`config.mk`:
```
export PLATFORM = sky130hd
export DESIGN_NAME = ram_stream_loader
export DESIGN_NICKNAME = d
export VERILOG_FILES = /design/src/rtl/ram_stream_loader_pkg.sv /design/src/rtl/ram_stream_loader_wr_pointer.sv /design/src/rtl/ram_stream_loader.sv
export SDC_FILE = /design/constraint.sdc
export NUM_CORES = 1
export LEC_CHECK = 0
export ABC_CLOCK_PERIOD_IN_PS = 2350
export BUFFER_PORTS_ARGS = -buffer_cell sky130_fd_sc_hd__buf_2
export CAP_MARGIN = 20
export CORE_UTILIZATION = 40
export CTS_BUF_LIST = sky130_fd_sc_hd__clkbuf_8
export CTS_CLUSTER_DIAMETER = 150
export CTS_CLUSTER_SIZE = 14
export DETAILED_ROUTE_END_ITERATION = 10
export PLACE_DENSITY = 0.69
export SETUP_SLACK_MARGIN = 0.2
export SYNTH_ARGS = -nofsm -noshare
export SYNTH_HDL_FRONTEND = slang
export SYNTH_SLANG_ARGS = --single-unit
```
`constraint.sdc`:
```
create_clock -name CLK -period 2.35 [get_ports CLK]
set_input_delay 0.1175 -clock CLK [delete_from_list [all_inputs] [get_ports CLK]]
set_output_delay 0.1175 -clock CLK [all_outputs]
set_load 0.05 [all_outputs]
```
`src/rtl/ram_stream_loader_pkg.sv`:
```
// Shared definitions for the display RAM: default geometry and loader state encoding.
// The RAM wrapper and display scanner pick up the same widths from here.
package ram_stream_loader_pkg;

    localparam int RAM_ADDR_W = 5;
    localparam int RAM_DATA_W = 8;
    localparam int RAM_DEPTH  = 32;

    typedef enum logic {
        ST_IDLE  = 1'b0,
        ST_CLEAR = 1'b1
    } loader_state_t;

endpackage

```
`src/rtl/ram_stream_loader_wr_pointer.sv`:
```
// Loadable up-counter that wraps naturally at 2**W.
// Serves as both the stream write pointer and the zero-fill index.
module ram_stream_loader_wr_pointer #(
    parameter int W = 5
)(
    input  logic         CLK,
    input  logic         RESET,
    input  logic         load,
    input  logic [W-1:0] load_value,
    input  logic         inc,
    output logic [W-1:0] value
);

    // Load wins over increment so an end-of-fill pointer reset cannot be lost.
    always_ff @(posedge CLK) begin
        if (RESET) begin
            value <= '0;
        end else if (load) begin
            value <= load_value;
        end else if (inc) begin
            value <= value + W'(1);
        end
    end

endmodule

```
`src/rtl/ram_stream_loader.sv`:
```
// Byte-stream writer for the 32x8 display RAM write port: auto-incrementing
// pointer, explicit pointer load, and a whole-RAM zero fill.
module ram_stream_loader
    import ram_stream_loader_pkg::*;
#(
    parameter int ADDR_W = RAM_ADDR_W,
    parameter int DATA_W = RAM_DATA_W,
    parameter int DEPTH  = RAM_DEPTH,
    parameter bit WRAP   = 1'b0
)(
    input  logic              CLK,
    input  logic              RESET,
    input  logic [DATA_W-1:0] IN_DATA,
    input  logic              IN_VALID,
    output logic              IN_READY,
    input  logic              CLEAR,
    input  logic              LOAD_ADDR,
    input  logic [ADDR_W-1:0] SET_ADDR,
    output logic [ADDR_W-1:0] WRADDRESS,
    output logic [DATA_W-1:0] WRDATA,
    output logic              WREN,
    output logic [ADDR_W-1:0] PTR,
    output logic [ADDR_W:0]   COUNT,
    output logic              FULL,
    output logic              BUSY
);

    localparam logic [ADDR_W:0]   DEPTH_COUNT = (ADDR_W+1)'(DEPTH);
    localparam logic [ADDR_W-1:0] LAST_INDEX  = ADDR_W'(DEPTH - 1);

    loader_state_t     state, state_next;
    logic [ADDR_W-1:0] ptr, clr_idx, ptr_load_value;
    logic              ptr_load, ptr_inc, idx_load, idx_inc;
    logic              wren_next;
    logic [ADDR_W-1:0] wraddress_next;
    logic [DATA_W-1:0] wrdata_next;
    logic [ADDR_W:0]   count, count_next;
    logic              full, full_next, busy, busy_next;
    logic              accept;

    assign IN_READY = (state == ST_IDLE) && !full && !CLEAR && !LOAD_ADDR;
    assign accept   = IN_VALID && IN_READY;
    assign PTR      = ptr;
    assign COUNT    = count;
    assign FULL     = full;
    assign BUSY     = busy;

    ram_stream_loader_wr_pointer #(.W(ADDR_W)) u_ptr (
        .CLK        (CLK),
        .RESET      (RESET),
        .load       (ptr_load),
        .load_value (ptr_load_value),
        .inc        (ptr_inc),
        .value      (ptr)
    );

    ram_stream_loader_wr_pointer #(.W(ADDR_W)) u_clr_idx (
        .CLK        (CLK),
        .RESET      (RESET),
        .load       (idx_load),
        .load_value ('0),
        .inc        (idx_inc),
        .value      (clr_idx)
    );

    // CLEAR outranks LOAD_ADDR, which outranks a stream byte; nothing is heard while filling.
    always_comb begin
        state_next     = state;
        ptr_load       = 1'b0;
        ptr_load_value = SET_ADDR;
        ptr_inc        = 1'b0;
        idx_load       = 1'b0;
        idx_inc        = 1'b0;
        wren_next      = 1'b0;
        wraddress_next = WRADDRESS;
        wrdata_next    = WRDATA;
        count_next     = count;
        full_next      = full;
        busy_next      = busy;

        case (state)
            ST_IDLE: begin
                if (CLEAR) begin
                    state_next = ST_CLEAR;
                    busy_next  = 1'b1;
                    idx_load   = 1'b1;
                end else if (LOAD_ADDR) begin
                    ptr_load = 1'b1;
                end else if (accept) begin
                    wren_next      = 1'b1;
                    wraddress_next = ptr;
                    wrdata_next    = IN_DATA;
                    ptr_inc        = 1'b1;
                    if (count != DEPTH_COUNT) begin
                        count_next = count + (ADDR_W+1)'(1);
                    end
                    if (!WRAP && (count_next == DEPTH_COUNT)) begin
                        full_next = 1'b1;
                    end
                end
            end
            ST_CLEAR: begin
                wren_next      = 1'b1;
                wraddress_next = clr_idx;
                wrdata_next    = '0;
                idx_inc        = 1'b1;
                if (clr_idx == LAST_INDEX) begin
                    state_next     = ST_IDLE;
                    busy_next      = 1'b0;
                    ptr_load       = 1'b1;
                    ptr_load_value = '0;
                    count_next     = '0;
                    full_next      = 1'b0;
                end
            end
            default: state_next = ST_IDLE;
        endcase
    end

    // Write port is registered so the RAM sees each word one cycle after it is accepted.
    always_ff @(posedge CLK) begin
        if (RESET) begin
            state     <= ST_IDLE;
            WREN      <= 1'b0;
            WRADDRESS <= '0;
            WRDATA    <= '0;
            count     <= '0;
            full      <= 1'b0;
            busy      <= 1'b0;
        end else begin
            state     <= state_next;
            WREN      <= wren_next;
            WRADDRESS <= wraddress_next;
            WRDATA    <= wrdata_next;
            count     <= count_next;
            full      <= full_next;
            busy      <= busy_next;
        end
    end

endmodule

```
Word-level counts from Yosys, hierarchy flattened
Index checks and enable logic that the tools add are counted.
{"block": "classes", "eq_ne": 9, "mux": 44, "reduce_logical": 13, "bitwise": 1, "add_sub_neg": 3}
{"operator": "$mux 6", "n": 9}
{"operator": "$mux 5", "n": 7}
{"operator": "$mux 8", "n": 3}
{"operator": "$mux 1", "n": 17}
{"operator": "$pmux 8 s2", "n": 1}
{"operator": "$pmux 6 s2", "n": 1}
{"operator": "$add 5x1->5 const B", "n": 2}
{"operator": "$pmux 1 s2", "n": 5}
{"operator": "$pmux 5 s2", "n": 1}
{"operator": "$ne 2x2->1 const B", "n": 4}
{"operator": "$add 6x1->6 const B", "n": 1}
{"operator": "$eq 6x6->1 const B", "n": 1}
{"operator": "$ne 6x6->1 const B", "n": 1}
{"operator": "$eq 5x5->1 const B", "n": 1}
{"operator": "$reduce_and 5->1", "n": 1}
{"operator": "$logic_and 1x1->1", "n": 4}
{"operator": "$ne 2x1->1 const B", "n": 2}
{"operator": "$reduce_and 4->1", "n": 1}
{"operator": "$logic_not 1->1", "n": 3}
{"operator": "$reduce_and 3->1", "n": 1}
{"operator": "$reduce_and 2->1", "n": 1}
{"operator": "$reduce_bool 2->1", "n": 1}
{"operator": "$reduce_or 2->1", "n": 1}
{"operator": "$not 1->1", "n": 1}
{"block": "word_totals", "output_inout_bits": 28, "elab_cells": 79, "register_bits": 33, "inputBits": 18}

Longest topological paths before layout
{"block": "logic_depth", "ltp_word": 15, "depth_mapped": 7, "mapped_depth_nobuf": 7}

By module
From an unflattened synthesis, not the netlist that was laid out.
{"block": "unflattened", "hier_cells": 194, "hier_area_um2": 1665.3}
{"module": "ram_stream_loader", "area_per_inst_um2": 1152.4, "seq_area_each_um2": 460.4, "cells_each": 138, "n_inst": 1}
{"module": "ram_stream_loader_wr_pointer", "area_per_inst_um2": 256.5, "seq_area_each_um2": 100.1, "cells_each": 28, "n_inst": 2}

Worst setup path after synthesis
Ideal clock, no wire load.
{"block": "synth_path", "path_kind": "register -> register", "startpoint": "register full, in the netlist FULL", "endpoint": "register full, in the netlist FULL", "t_required_ps": 2263, "path_slack_ps": 160, "period_less_slack_ps": 2190, "arrival_time_ps": 2103, "stages_incl_launch_ff": 6, "n_path_buf": 0, "setup_time_ps": 87, "path_cell_list": "dfxtp_1 > or4_4 > clkinv_2 > nand2_2 > or4_1 > o31ai_1"}
{"block": "synth_via", "elab_chain_len": 7}
{"item": "from (decl)", "line_no": "ram_stream_loader.sv:38", "text": "logic full, full_next, busy, busy_next;"}
{"item": "from (signal assigned)", "line_no": "ram_stream_loader.sv:136", "text": "full <= full_next;"}
{"item": "$logic_not 1->1", "line_no": "ram_stream_loader.sv:41", "text": "assign IN_READY = (state == ST_IDLE) && !full && !CLEAR && !LOAD_ADDR;"}
{"item": "$logic_and 1x1->1 (3 in a row)", "line_no": "ram_stream_loader.sv:41"}
{"item": "named net IN_READY", "line_no": "ram_stream_loader.sv:15", "text": "output logic IN_READY,"}
{"item": "$logic_and 1x1->1", "line_no": "ram_stream_loader.sv:42", "text": "assign accept = IN_VALID && IN_READY;"}
{"item": "$ne 2x2->1 (no source line)"}
{"item": "$reduce_and 5->1 (no source line)"}
The timed path passes the listed nets, and every way through them passes these cells.
A chain may end at the register's enable or synchronous reset.

Final worst setup path
{"block": "layout_path", "startpoint": "register u_clr_idx.value[0]", "endpoint": "register full, in the netlist FULL"}
{"block": "layout_via", "elab_chain_len": 3}
{"item": "from (decl)", "line_no": "ram_stream_loader_wr_pointer.sv:11", "text": "output logic [W-1:0] value"}
{"item": "from (signal assigned)", "line_no": "ram_stream_loader_wr_pointer.sv:19", "text": "value <= load_value;"}
{"item": "from (signal assigned)", "line_no": "ram_stream_loader_wr_pointer.sv:21", "text": "value <= value + W'(1);"}
{"item": "$eq 5x5->1", "line_no": "ram_stream_loader.sv:107", "text": "if (clr_idx == LAST_INDEX) begin"}
{"item": "$ne 2x1->1 (no source line)"}
{"item": "$reduce_and 5->1 (no source line)"}
Every way passes these cells.

==> metrics.md <==
| Metric | Value |
|---|---|
| DR iter-0 viols | `around 110` |
| Power per cell area | `between 600 and 700 mW/mm^2` |
| Clock sink count | `33` |
| CTS buffer count | `5` |
| WL/cell | `12.9 um` |
| Core box area | `around 0.0037 sq mm` |
| Top cell by count, worst path | `ha_1` |
| CP max stage cell | `or4_1` |
| Startpoint Class | `register` |
| Critical path, cell by cell | `ha_1 > and3_1 > ha_1 > nand2_2 > nand2b_1 > or4_1 > o31ai_1` |
| Final Max Slew Viols | `0` |
| GR Util met1 | `0.247` |
| Max Cap Violations | `0` |
| Root Buffer | `clkbuf_8` |
| Register Area | `about 660 sq um` |
| Worst vdd ir | `0.000315 V` |
| Hold Vio Cnt, Final | `0` |
| Hold path start | `IN_DATA[0]` |
| Htree depth | `2` |
| Arr. time, crit path | `2.17 ns` |
| RSZ-0062 raised after global routing | `false` |
| Layout cell share with drive strength beyond 1 | `0.262` |
| GRT Total Usage | `0.192` |
| Grt met2 use | `0.292` |
| Tcrit/Tclk final | `0.840` |
| Drt drc | `0` |
| Maximum clock frequency | `507 MHz` |
| Leading area contributor after synthesis | `dfxtp_1` |
| Slack of the critical path | `between 0.3 and 0.4 ns` |
| #FFs+latches synth | `33` |
| Complex-gate fraction of the synthesized area | `0.168` |
| Die Span X | `65.0 um` |
| Min cycle time layout | `just under 2 ns` |
| Synth warnings | `0` |
| Crit. End Element | `register` |
| Die ar. | `0.00423 sq mm` |
| Clk Latency, worst-skew pair | `0.28 ns` |
| CP required | `2.54 ns` |
| Crit. Startpoint | `u_clr_idx.value[0]` |
| Port buffer count | `between 40 and 50` |
| Placer Congestion | `0.857` |
| CP peak stage delay | `between 0.4 and 0.5 ns` |
| Overflow after GRT | `0` |
| Synth Area in XOR/XNOR | `0.0441` |
| FFs w/ async S/R, synth | `0` |
| Slew headroom | `0.655` |
| Placed insts | `277` |
| Clock-pin transition on the worst setup and hold timing paths | `0.07 ns` |
| Synthesis-to-layout area growth | `23.5%` |
| Synth Area in Adders | `0.0394` |
| First-pass GRT wire length | `6140 um` |
| FP Rows | `22` |
| Met3 usage | `0.0528` |
| Synth area leaders | `dfxtp_1 (42%), a21oi_1 (7.6%), ha_1 (3.9%), a211oi_1 (3.8%), nand3b_1 (3.8%)` |
| Pin slew with the least headroom to its limit | `0.518 ns` |
| Via density | `5.33` |
| Mapped Cells | `approximately 190` |
| Via count | `1518` |
| Sequential fraction of the synthesis area | `0.416` |
| Cts hold-fix bufs | `0` |
| Reg2reg start | `u_clr_idx.value[0]` |
| Status | `complete, no violations` |
| LEAKAGE | `0.857 nW` |
| CP Max Fanout | `6` |
| Ys flop type | `dfxtp_1` |
| Ant. Diodes | `0` |
| Combinational family with the most area after synthesis | `simple AND/OR/NAND/NOR gates` |
| Layout fillers | `384` |
| Setup TNS | `0 ns` |
| Initial antenna violation count | `0` |
| Multi-input logic area | `870 sq um` |
| Synth top area share | `0.416` |
| Final WL | `3670 um` |
| Most frequent cells in the layout | `buf_2 (45), dfxtp_1 (33), a21oi_1 (24)` |
| Most common cell after layout, fill and taps aside | `buf_2` |
| CTS tree | `done` |
| Post-Synth Simple-Gate Area | `0.288` |
| Place WS | `0.335 ns` |
| Final setup skew | `between 0.005 and 0.006 ns` |
| Hpwl dp | `2560 um` |
| Routed Antenna Nets | `0` |
| Starting Density | `0.424` |
| GR peak layer | `met2` |
| Kind of critical path | `register to register` |
| Vias in the first global route | `1339` |
| Layout Nets | `259` |
| Post-synthesis mux area share | `0.00630` |
| Largest net degree at the start of global routing | `34` |
| Die height | `approximately 65 um` |
| Hold Path Class | `input pin to register` |
| Synth Cell Area | `0.00159 sq mm` |
| Syn Nets | `215` |
| Final Non-Filler Cells | `285` |
| EDFF count, synth | `0` |
| Syn_area_per_cell | `8.28 sq um` |
| TritonRoute pass-1 iters | `4` |
| Yosys cell types | `35` |
| Setup violations, final | `0` |
| IO Pins | `between 40 and 50` |
| Longest Clk Path Bufs | `2` |
-- per-stage QoR --
stage                     hold WS [ns]  instance area [sq um]  total power, mW   util
after floorplan                  0.254                   1590            0.751      -
after global placement           0.359                   1860            0.803  0.497
after detailed placement         0.366                   1860            0.805  0.497
after CTS                       0.0568                   1960             1.28  0.524
after global routing            0.0615                   1960             1.32  0.524
final                           0.0666                   1960             1.26  0.524
-- final cells by class --
cell class	instances	area share
Sequential cell	33	0.337
Clock buffer	7	0.0491
Inverter	5	0.0121
Timing Repair Buffer	48	0.126
Clock inverter	1	0.00255
Tap cell	48	0.0306
Multi-Input combinational cell	143	0.443
-- worst max-delay path: cells and delay by family, from the launching register on --
kind | cells | cell delay, ns
and+or+nand+nor | 4 | 0.90
adders and majority gates | 2 | 0.44
DFF | 1 | 0.33
AOI/OAI and AO/OA | 1 | 0.20
-- repair_timing --
action,CTS,global route
resized for setup,0,1
endpoints found under the setup margin,0,1
buffers inserted,0,0
-- report_power, final --
part / internal [mW] / total (mW) / leakage [nW] / switching, mW
Sequential: 0.581 / 0.598 / 0.269 / 0.0168
Combinational: 0.0586 / 0.195 / 0.533 / 0.137
Clock: 0.265 / 0.466 / 0.0542 / 0.201
Total: 0.904 / 1.26 / 0.857 / 0.355
-- state kept, by name, indices dropped and copies added, names as in the netlist --
register	count
BUSY	1
COUNT	6
FULL	1
WRADDRESS	5
WRDATA	8
WREN	1
state	1
u_clr_idx.value	5
u_ptr.value	5
-- synth_stat cells (2+ instances only) --
| library cell | n |
|---|---|
| nor2_1 | 14 |
| xor2_1 | 3 |
| a211oi_1 | 8 |
| clkbuf_1 | 11 |
| nor3b_1 | 4 |
| nand2b_1 | 2 |
| nor2b_1 | 5 |
| ha_1 | 5 |
| o21ai_0 | 5 |
| dfxtp_1 | 33 |
| a21oi_1 | 24 |
| inv_1 | 4 |
| nand2_1 | 14 |
| xnor2_1 | 5 |
| nor3_1 | 7 |
| nand3b_1 | 8 |
| and3_1 | 8 |
| nand3_1 | 11 |
| a31oi_1 | 5 |
-- metal layers --
layer  routed length, um  part of all wire
met3                 197             0.054
met2                1650              0.45
met4                  42             0.011
met1                1780              0.48
met5                   0                 0
-- final timing paths --
path	to	slack [ns]	cells after the start
worst max-delay path	FULL	0.38	7
worst min register to register	FULL	0.48	2
worst max register to register	FULL	0.38	7
worst min-delay path	WRDATA[0]	0.07	3
-- logic make-up (layout without fill, tap and decap cells) --
family | Yosys count | in the layout
adder cells (fa/ha/maj) | 5 | 5
buffers and inverters | 16 | 61
AND/OR/NAND/NOR | 83 | 83
multiplexers | 1 | 1
XOR/XNOR | 8 | 8
AO/OA/AOI/OAI | 46 | 46
flip-flops | 33 | 33
Note: power is estimated with default switching activity, not from simulation.
